===== src/rtl/seq_mag_comp_if.sv =====
// Handshake bundle for the digit-serial magnitude comparator: the operand/cascade
// request side and the result/cycle-count response side.
interface seq_mag_comp_if #(
  parameter int WIDTH = 16,
  parameter int DIGIT = 4
);
  localparam int NDIG = WIDTH / DIGIT;
  localparam int CW   = $clog2(NDIG + 1);

  logic             in_valid;
  logic             in_ready;
  logic [WIDTH-1:0] a;
  logic [WIDTH-1:0] b;
  logic             signed_mode;
  logic             lt_in;
  logic             gt_in;
  logic             eq_in;
  logic             out_valid;
  logic             out_ready;
  logic             lt;
  logic             gt;
  logic             eq;
  logic [CW-1:0]    ncyc;

  modport master (
    output in_valid, a, b, signed_mode, lt_in, gt_in, eq_in, out_ready,
    input  in_ready, out_valid, lt, gt, eq, ncyc
  );

  modport slave (
    input  in_valid, a, b, signed_mode, lt_in, gt_in, eq_in, out_ready,
    output in_ready, out_valid, lt, gt, eq, ncyc
  );
endinterface


===== src/rtl/seq_mag_comp.sv =====
// Digit-serial magnitude comparator, MSB digit first, with optional early exit
// on the first unequal digit and a lt/gt/eq cascade used when all digits match.
module seq_mag_comp #(
  parameter int WIDTH      = 16,
  parameter int DIGIT      = 4,
  parameter int EARLY_EXIT = 1
) (
  input  logic         clk,
  input  logic         rst,
  seq_mag_comp_if.slave bus
);
  localparam int NDIG = WIDTH / DIGIT;
  localparam int CW   = $clog2(NDIG + 1);

  typedef enum logic [1:0] {IDLE, RUN, DONE} state_t;

  state_t           state, state_n;
  logic [WIDTH-1:0] a_q, b_q;
  logic             sgn_q;
  logic [2:0]       casc_q;
  logic [CW-1:0]    cnt;
  logic             found, f_lt;

  logic [DIGIT-1:0] da, db, flip;
  logic             first, last, ne, dlt, decide, accept;
  logic             res_lt, res_gt, res_eq;

  assign bus.in_ready = (state == IDLE) && !rst;
  assign accept       = bus.in_valid && bus.in_ready;

  // Operands shift left each digit, so the digit under test is always the top one.
  assign first = (cnt == '0);
  assign last  = (cnt == CW'(NDIG - 1));

  always_comb begin
    flip            = '0;
    flip[DIGIT-1]   = sgn_q & first;
    da              = a_q[WIDTH-1 -: DIGIT] ^ flip;
    db              = b_q[WIDTH-1 -: DIGIT] ^ flip;
    ne              = (da != db);
    dlt             = (da < db);
    decide          = last || (ne && !found && (EARLY_EXIT != 0));
    res_lt          = casc_q[2];
    res_gt          = casc_q[1];
    res_eq          = casc_q[0];
    if (found) begin
      res_lt = f_lt;
      res_gt = !f_lt;
      res_eq = 1'b0;
    end else if (ne) begin
      res_lt = dlt;
      res_gt = !dlt;
      res_eq = 1'b0;
    end
  end

  always_comb begin
    state_n = state;
    case (state)
      IDLE:    if (accept) state_n = RUN;
      RUN:     if (decide) state_n = DONE;
      DONE:    if (bus.out_ready) state_n = IDLE;
      default: state_n = IDLE;
    endcase
  end

  always_ff @(posedge clk) begin
    if (rst) state <= IDLE;
    else     state <= state_n;
  end

  always_ff @(posedge clk) begin
    if (rst) begin
      bus.out_valid <= 1'b0;
      bus.lt        <= 1'b0;
      bus.gt        <= 1'b0;
      bus.eq        <= 1'b0;
      bus.ncyc      <= '0;
      a_q           <= '0;
      b_q           <= '0;
      sgn_q         <= 1'b0;
      casc_q        <= '0;
      cnt           <= '0;
      found         <= 1'b0;
      f_lt          <= 1'b0;
    end else begin
      case (state)
        IDLE: if (accept) begin
          a_q    <= bus.a;
          b_q    <= bus.b;
          sgn_q  <= bus.signed_mode;
          casc_q <= {bus.lt_in, bus.gt_in, bus.eq_in};
          cnt    <= '0;
          found  <= 1'b0;
        end
        RUN: begin
          a_q <= a_q << DIGIT;
          b_q <= b_q << DIGIT;
          cnt <= cnt + 1'b1;
          // Only the first unequal digit counts; later digits never override it.
          if (ne && !found) begin
            found <= 1'b1;
            f_lt  <= dlt;
          end
          if (decide) begin
            bus.out_valid <= 1'b1;
            bus.lt        <= res_lt;
            bus.gt        <= res_gt;
            bus.eq        <= res_eq;
            bus.ncyc      <= cnt + 1'b1;
          end
        end
        DONE: if (bus.out_ready) bus.out_valid <= 1'b0;
        default: ;
      endcase
    end
  end
endmodule

===== src/flat_wrapper.sv =====
// flat-port wrapper written by rule: the top's interface ports become plain ports
module seq_mag_comp_flat 
#(
  parameter int WIDTH      = 16,
  parameter int DIGIT      = 4,
  parameter int EARLY_EXIT = 1
)
  (clk, rst, bus_in_valid, bus_a, bus_b, bus_signed_mode, bus_lt_in, bus_gt_in, bus_eq_in, bus_out_ready, bus_in_ready, bus_out_valid, bus_lt, bus_gt, bus_eq, bus_ncyc);
  seq_mag_comp_if #(.WIDTH(WIDTH), .DIGIT(DIGIT)) bus_i ();
  input  logic clk;
  input  logic rst;
  input wire logic [$bits(bus_i.in_valid)-1:0] bus_in_valid;
  input wire logic [$bits(bus_i.a)-1:0] bus_a;
  input wire logic [$bits(bus_i.b)-1:0] bus_b;
  input wire logic [$bits(bus_i.signed_mode)-1:0] bus_signed_mode;
  input wire logic [$bits(bus_i.lt_in)-1:0] bus_lt_in;
  input wire logic [$bits(bus_i.gt_in)-1:0] bus_gt_in;
  input wire logic [$bits(bus_i.eq_in)-1:0] bus_eq_in;
  input wire logic [$bits(bus_i.out_ready)-1:0] bus_out_ready;
  output wire logic [$bits(bus_i.in_ready)-1:0] bus_in_ready;
  output wire logic [$bits(bus_i.out_valid)-1:0] bus_out_valid;
  output wire logic [$bits(bus_i.lt)-1:0] bus_lt;
  output wire logic [$bits(bus_i.gt)-1:0] bus_gt;
  output wire logic [$bits(bus_i.eq)-1:0] bus_eq;
  output wire logic [$bits(bus_i.ncyc)-1:0] bus_ncyc;
  assign bus_i.in_valid = bus_in_valid;
  assign bus_i.a = bus_a;
  assign bus_i.b = bus_b;
  assign bus_i.signed_mode = bus_signed_mode;
  assign bus_i.lt_in = bus_lt_in;
  assign bus_i.gt_in = bus_gt_in;
  assign bus_i.eq_in = bus_eq_in;
  assign bus_i.out_ready = bus_out_ready;
  assign bus_in_ready = bus_i.in_ready;
  assign bus_out_valid = bus_i.out_valid;
  assign bus_lt = bus_i.lt;
  assign bus_gt = bus_i.gt;
  assign bus_eq = bus_i.eq;
  assign bus_ncyc = bus_i.ncyc;
  seq_mag_comp #(.WIDTH(WIDTH), .DIGIT(DIGIT), .EARLY_EXIT(EARLY_EXIT)) u_core (.clk(clk), .rst(rst), .bus(bus_i));
endmodule

===== config.mk =====
export PLATFORM = sky130hd
export DESIGN_NAME = seq_mag_comp_flat
export DESIGN_NICKNAME = d
export VERILOG_FILES = /design/src/rtl/seq_mag_comp_if.sv /design/src/rtl/seq_mag_comp.sv /design/src/flat_wrapper.sv
export SDC_FILE = /design/constraint.sdc
export NUM_CORES = 1
export LEC_CHECK = 0
export ABC_AREA = 1
export BUFFER_PORTS_ARGS = -buffer_cell sky130_fd_sc_hd__buf_2
export CAP_MARGIN = 20
export CORE_ASPECT_RATIO = 0.6
export CORE_MARGIN = 2
export CORE_UTILIZATION = 52
export CTS_CLUSTER_DIAMETER = 40
export CTS_CLUSTER_SIZE = 8
export DETAILED_ROUTE_END_ITERATION = 12
export GPL_ROUTABILITY_DRIVEN = 0
export PLACE_DENSITY = 0.8
export SETUP_SLACK_MARGIN = 0.1
export SYNTH_ARGS = -nofsm -noshare
export SYNTH_HDL_FRONTEND = slang
export SYNTH_SLANG_ARGS = --single-unit

===== constraint.sdc =====
create_clock -name clk -period 3.9 [get_ports clk]
set_input_delay 0.585 -clock clk [delete_from_list [all_inputs] [get_ports clk]]
set_output_delay 0.585 -clock clk [all_outputs]
set_load 0.005 [all_outputs]

==> summary.txt <==
Outcome
  • Outcome: complete, no violations

Floorplanning
  • # rows: 18
  • Core ar.: 0.00412 mm^2
  • Die Area: 0.00487 mm^2
  • Die X: 88.8 um
  • Initial core utilization: 54.4%
  • Boundary Pins: 48
  • Die height: 54.9 um

Clock tree
  • Clk buf depth: 2
  • Skew-Pair Late Insertion Delay: 300 ps
  • Root Driver: clkbuf_8
  • CTS tree: built
  • Worst-path clk slew: 80 ps
  • Number of setup buffers added after CTS: 0
  • CTS Buf Count: 5
  • Post_cts resized: 0
  • CTS hold repair buffers: 0
  • CTS sink cnt: 50
  • H-tree depth: 2

Cells and area
  • Post-route cell area: 0.00254 mm^2
  • # fillers: 379
  • P&R area growth vs syn: 13.2%
  • Area of the multi-input gates: 997 um^2
  • Share of cells above drive strength 1: 18.7%
  • # diodes: 0
  • Final Non-Filler Cells: 403
  • Register area: 0.00100 mm^2
  • NumNets Final: 388

Route
  • Wirelength, routed: 4690 um
  • Drt drc: 0
  • Vias after detailed routing: 2001
  • Routed WL per cell: 11.6 um
  • Vias per Instance: 4.97
  • DR iter-0 viols: 127
  • ANT nets after route: 0
  • Drt pass-1 iters: 4

Placed design
  • Post-Place Worst Slack: 1860 ps
  • DP Cell Count: 395
  • Port Buffer Count: 47
  • Post-DP HPWL: 3330 um
  • Post-placement cell area: 0.00243 mm^2

Synthesis
  • Yosys reg bits: 50
  • Yosys warnings: 0
  • Mapped Cells: 304
  • Mapped Area: 0.00224 mm^2
  • Post-synth top cells: nand2_1 (101), dfxtp_1 (50), inv_1 (25), a31oi_1 (24), o21ai_0 (24)
  • Syn avg cell area: 7.37 um^2
  • Seq/Total Area, Yosys: 44.7%
  • Post-synth EDFFs: 0
  • Yosys top cell by area: dfxtp_1
  • Net count after synthesis: 350
  • Dominant synthesized flop cell: dfxtp_1
  • Unique cell type count in the Yosys netlist: 21
  • Count leader, synth: nand2_1
  • Ys async rst share: 0%
  • Synth area leaders: dfxtp_1 (45%), nand2_1 (17%), a31oi_1 (6.7%), o21ai_0 (5.4%), a21oi_1 (4.9%)
  • Share of the synthesized area in the top cell type: 44.7%

Timing
  • Hold Vio Cnt, Final: 0
  • Min Tclk post-route: 1930 ps
  • Post-Route Skew: 2.47 ps
  • Final setup fails: 0
  • Worst-Margin Slew: 869 ps
  • Max Slew Vio Count: 0
  • Slew HR: 42.0%
  • Hold slack final: 467 ps
  • Final worst slack: 1970 ps
  • Crit share post-route: 49.4%
  • F_max: 519 MHz
  • Final setup TNS: 0 ps
  • RSZ-0062 raised after global routing: no

GRT
  • Met2 usage: 28.2%
  • Global route hottest layer: met1
  • Global Route met3 Usage: 6.49%
  • GR Util met1: 31.0%
  • Gr usage total: 20.9%
  • Global-route wire length before repair: 7560 um
  • Initial antenna violation count: 0
  • Largest net degree at the start of global routing: 51
  • Vias in the first global route: 1657
  • GR Overflow Total: 0

Critical path
  • R2r startpoint: u_core.b_q[13]$_SDFFE_PP0P_
  • Reg-to-Reg End: u_core.state[1]$_SDFFE_PP0P_
  • Setup CP Type: reg -> reg
  • R2r setup slk: 1970 ps
  • Crit path DAT: 2130 ps
  • Type of origin of the critical path: register
  • R2R depth: 11
  • Top fanout value on the critical path: 10
  • Critical Path RT: 4100 ps
  • Setup crit end kind: register

Power and ir drop
  • Max VDD drop: 275 uV
  • Pwr Density: 450 mW/mm^2
  • Leak pwr: 1.15 nW

Hold path
  • Min-Delay Path Depth: 2
  • Worst Hold Launch: u_core.a_q[3]$_SDFFE_PP0P_
  • Endpoint of the worst hold-timing path: u_core.a_q[3]$_SDFFE_PP0P_
  • Worst min path class: reg -> reg

Run
  • Max-cap violations: 0
worst max-delay path by stage:
stage | start | to | slack, ps | cells past startpoint
global placement | rst | u_core.a_q[3]$_SDFFE_PP0P_ | 1940 | 7
detailed placement | rst | u_core.b_q[2]$_SDFFE_PP0P_ | 1860 | 7
global route | u_core.state[0]$_SDFFE_PP0P_ | u_core.bus.ncyc[1]$_SDFFE_PP0P_ | 1760 | 8
CTS | u_core.b_q[13]$_SDFFE_PP0P_ | u_core.state[1]$_SDFFE_PP0P_ | 2000 | 11
floorplan | rst | u_core.a_q[4]$_SDFFE_PP0P_ | 2300 | 7
finish | u_core.b_q[13]$_SDFFE_PP0P_ | u_core.state[1]$_SDFFE_PP0P_ | 1970 | 11
layer usage:
layer	vias to the layer above	share of wire, %
met1	865	53
met3	9	7.5
met2	61	38
met5	-	0
li1	1066	-
met4	0	1.2
logic make-up (layout without fill, tap and decap cells):
group / Yosys count / in the layout / share of synthesized area (%)
AND/OR/NAND/NOR: 125 / 125 / 22.6
adder cells (fa/ha/maj): 6 / 6 / 3.35
AO/OA/AOI/OAI: 77 / 77 / 18.5
flip-flops: 50 / 50 / 44.7
buffers and inverters: 46 / 85 / 10.8
cells in the final DEF, fill, tap and decap left out, types with 2 or more instances in the layout:
cell type / Yosys / final
nand4_1: 4 / 4
nand3_1: 5 / 5
buf_2: 1 / 47
inv_1: 25 / 25
inv_2: 3 / 3
o21ai_0: 24 / 24
a31oi_1: 24 / 24
o21ai_1: 7 / 7
nand2_2: 2 / 2
a21oi_1: 22 / 22
ha_1: 6 / 6
nand2_1: 101 / 101
nor2_1: 10 / 10
dfxtp_1: 50 / 50
clkbuf_8: 0 / 8
registers in the layout (all words and copies together) (netlist names):
| signal | cells |
|---|---|
| u_core.casc_q | 3 |
| u_core.bus.ncyc | 3 |
| u_core.f_lt | 1 |
| u_core.found | 1 |
| u_core.b_q | 16 |
| u_core.bus.eq | 1 |
| u_core.bus.out_valid | 1 |
| u_core.a_q | 16 |
| u_core.state | 2 |
| u_core.sgn_q | 1 |
| u_core.bus.gt | 1 |
| u_core.cnt | 3 |
| u_core.bus.lt | 1 |
layout make-up:
| cell class | count | area share [%] |
|---|---|---|
| clock buffers | 8 | 4.34 |
| inverters | 29 | 4.34 |
| multi-input cells | 208 | 39.3 |
| flip-flops and latches | 50 | 39.5 |
| well taps | 60 | 2.96 |
| repair buffers | 48 | 9.57 |
through the flow:
step           power, mW  util (%)
6_report            1.14      61.5
3_3_place_gp       0.804      58.9
2_1_floorplan      0.758         -
4_1_cts             1.14      61.5
5_1_grt             1.21      61.5
3_5_place_dp       0.807      58.9
power by group:
part / total (mW) / switching, mW / leakage, nW / internal [mW]
registers: 0.584 / 0.0262 / 0.410 / 0.558
logic: 0.212 / 0.134 / 0.680 / 0.0785
clock network: 0.344 / 0.165 / 0.0575 / 0.179
total: 1.14 / 0.325 / 1.15 / 0.816
critical path, cell delays in order, from the launching register on:
cell,delay (ps)
dfxtp_1,400
inv_1,70
ha_1,300
nand2_1,60
nor2_1,250
nand2_1,100
nand2_1,140
nand2_1,80
nand2_2,170
o21ai_0,140
nand2_1,70
inv_1,50
(Power assumes the default switching activity.)
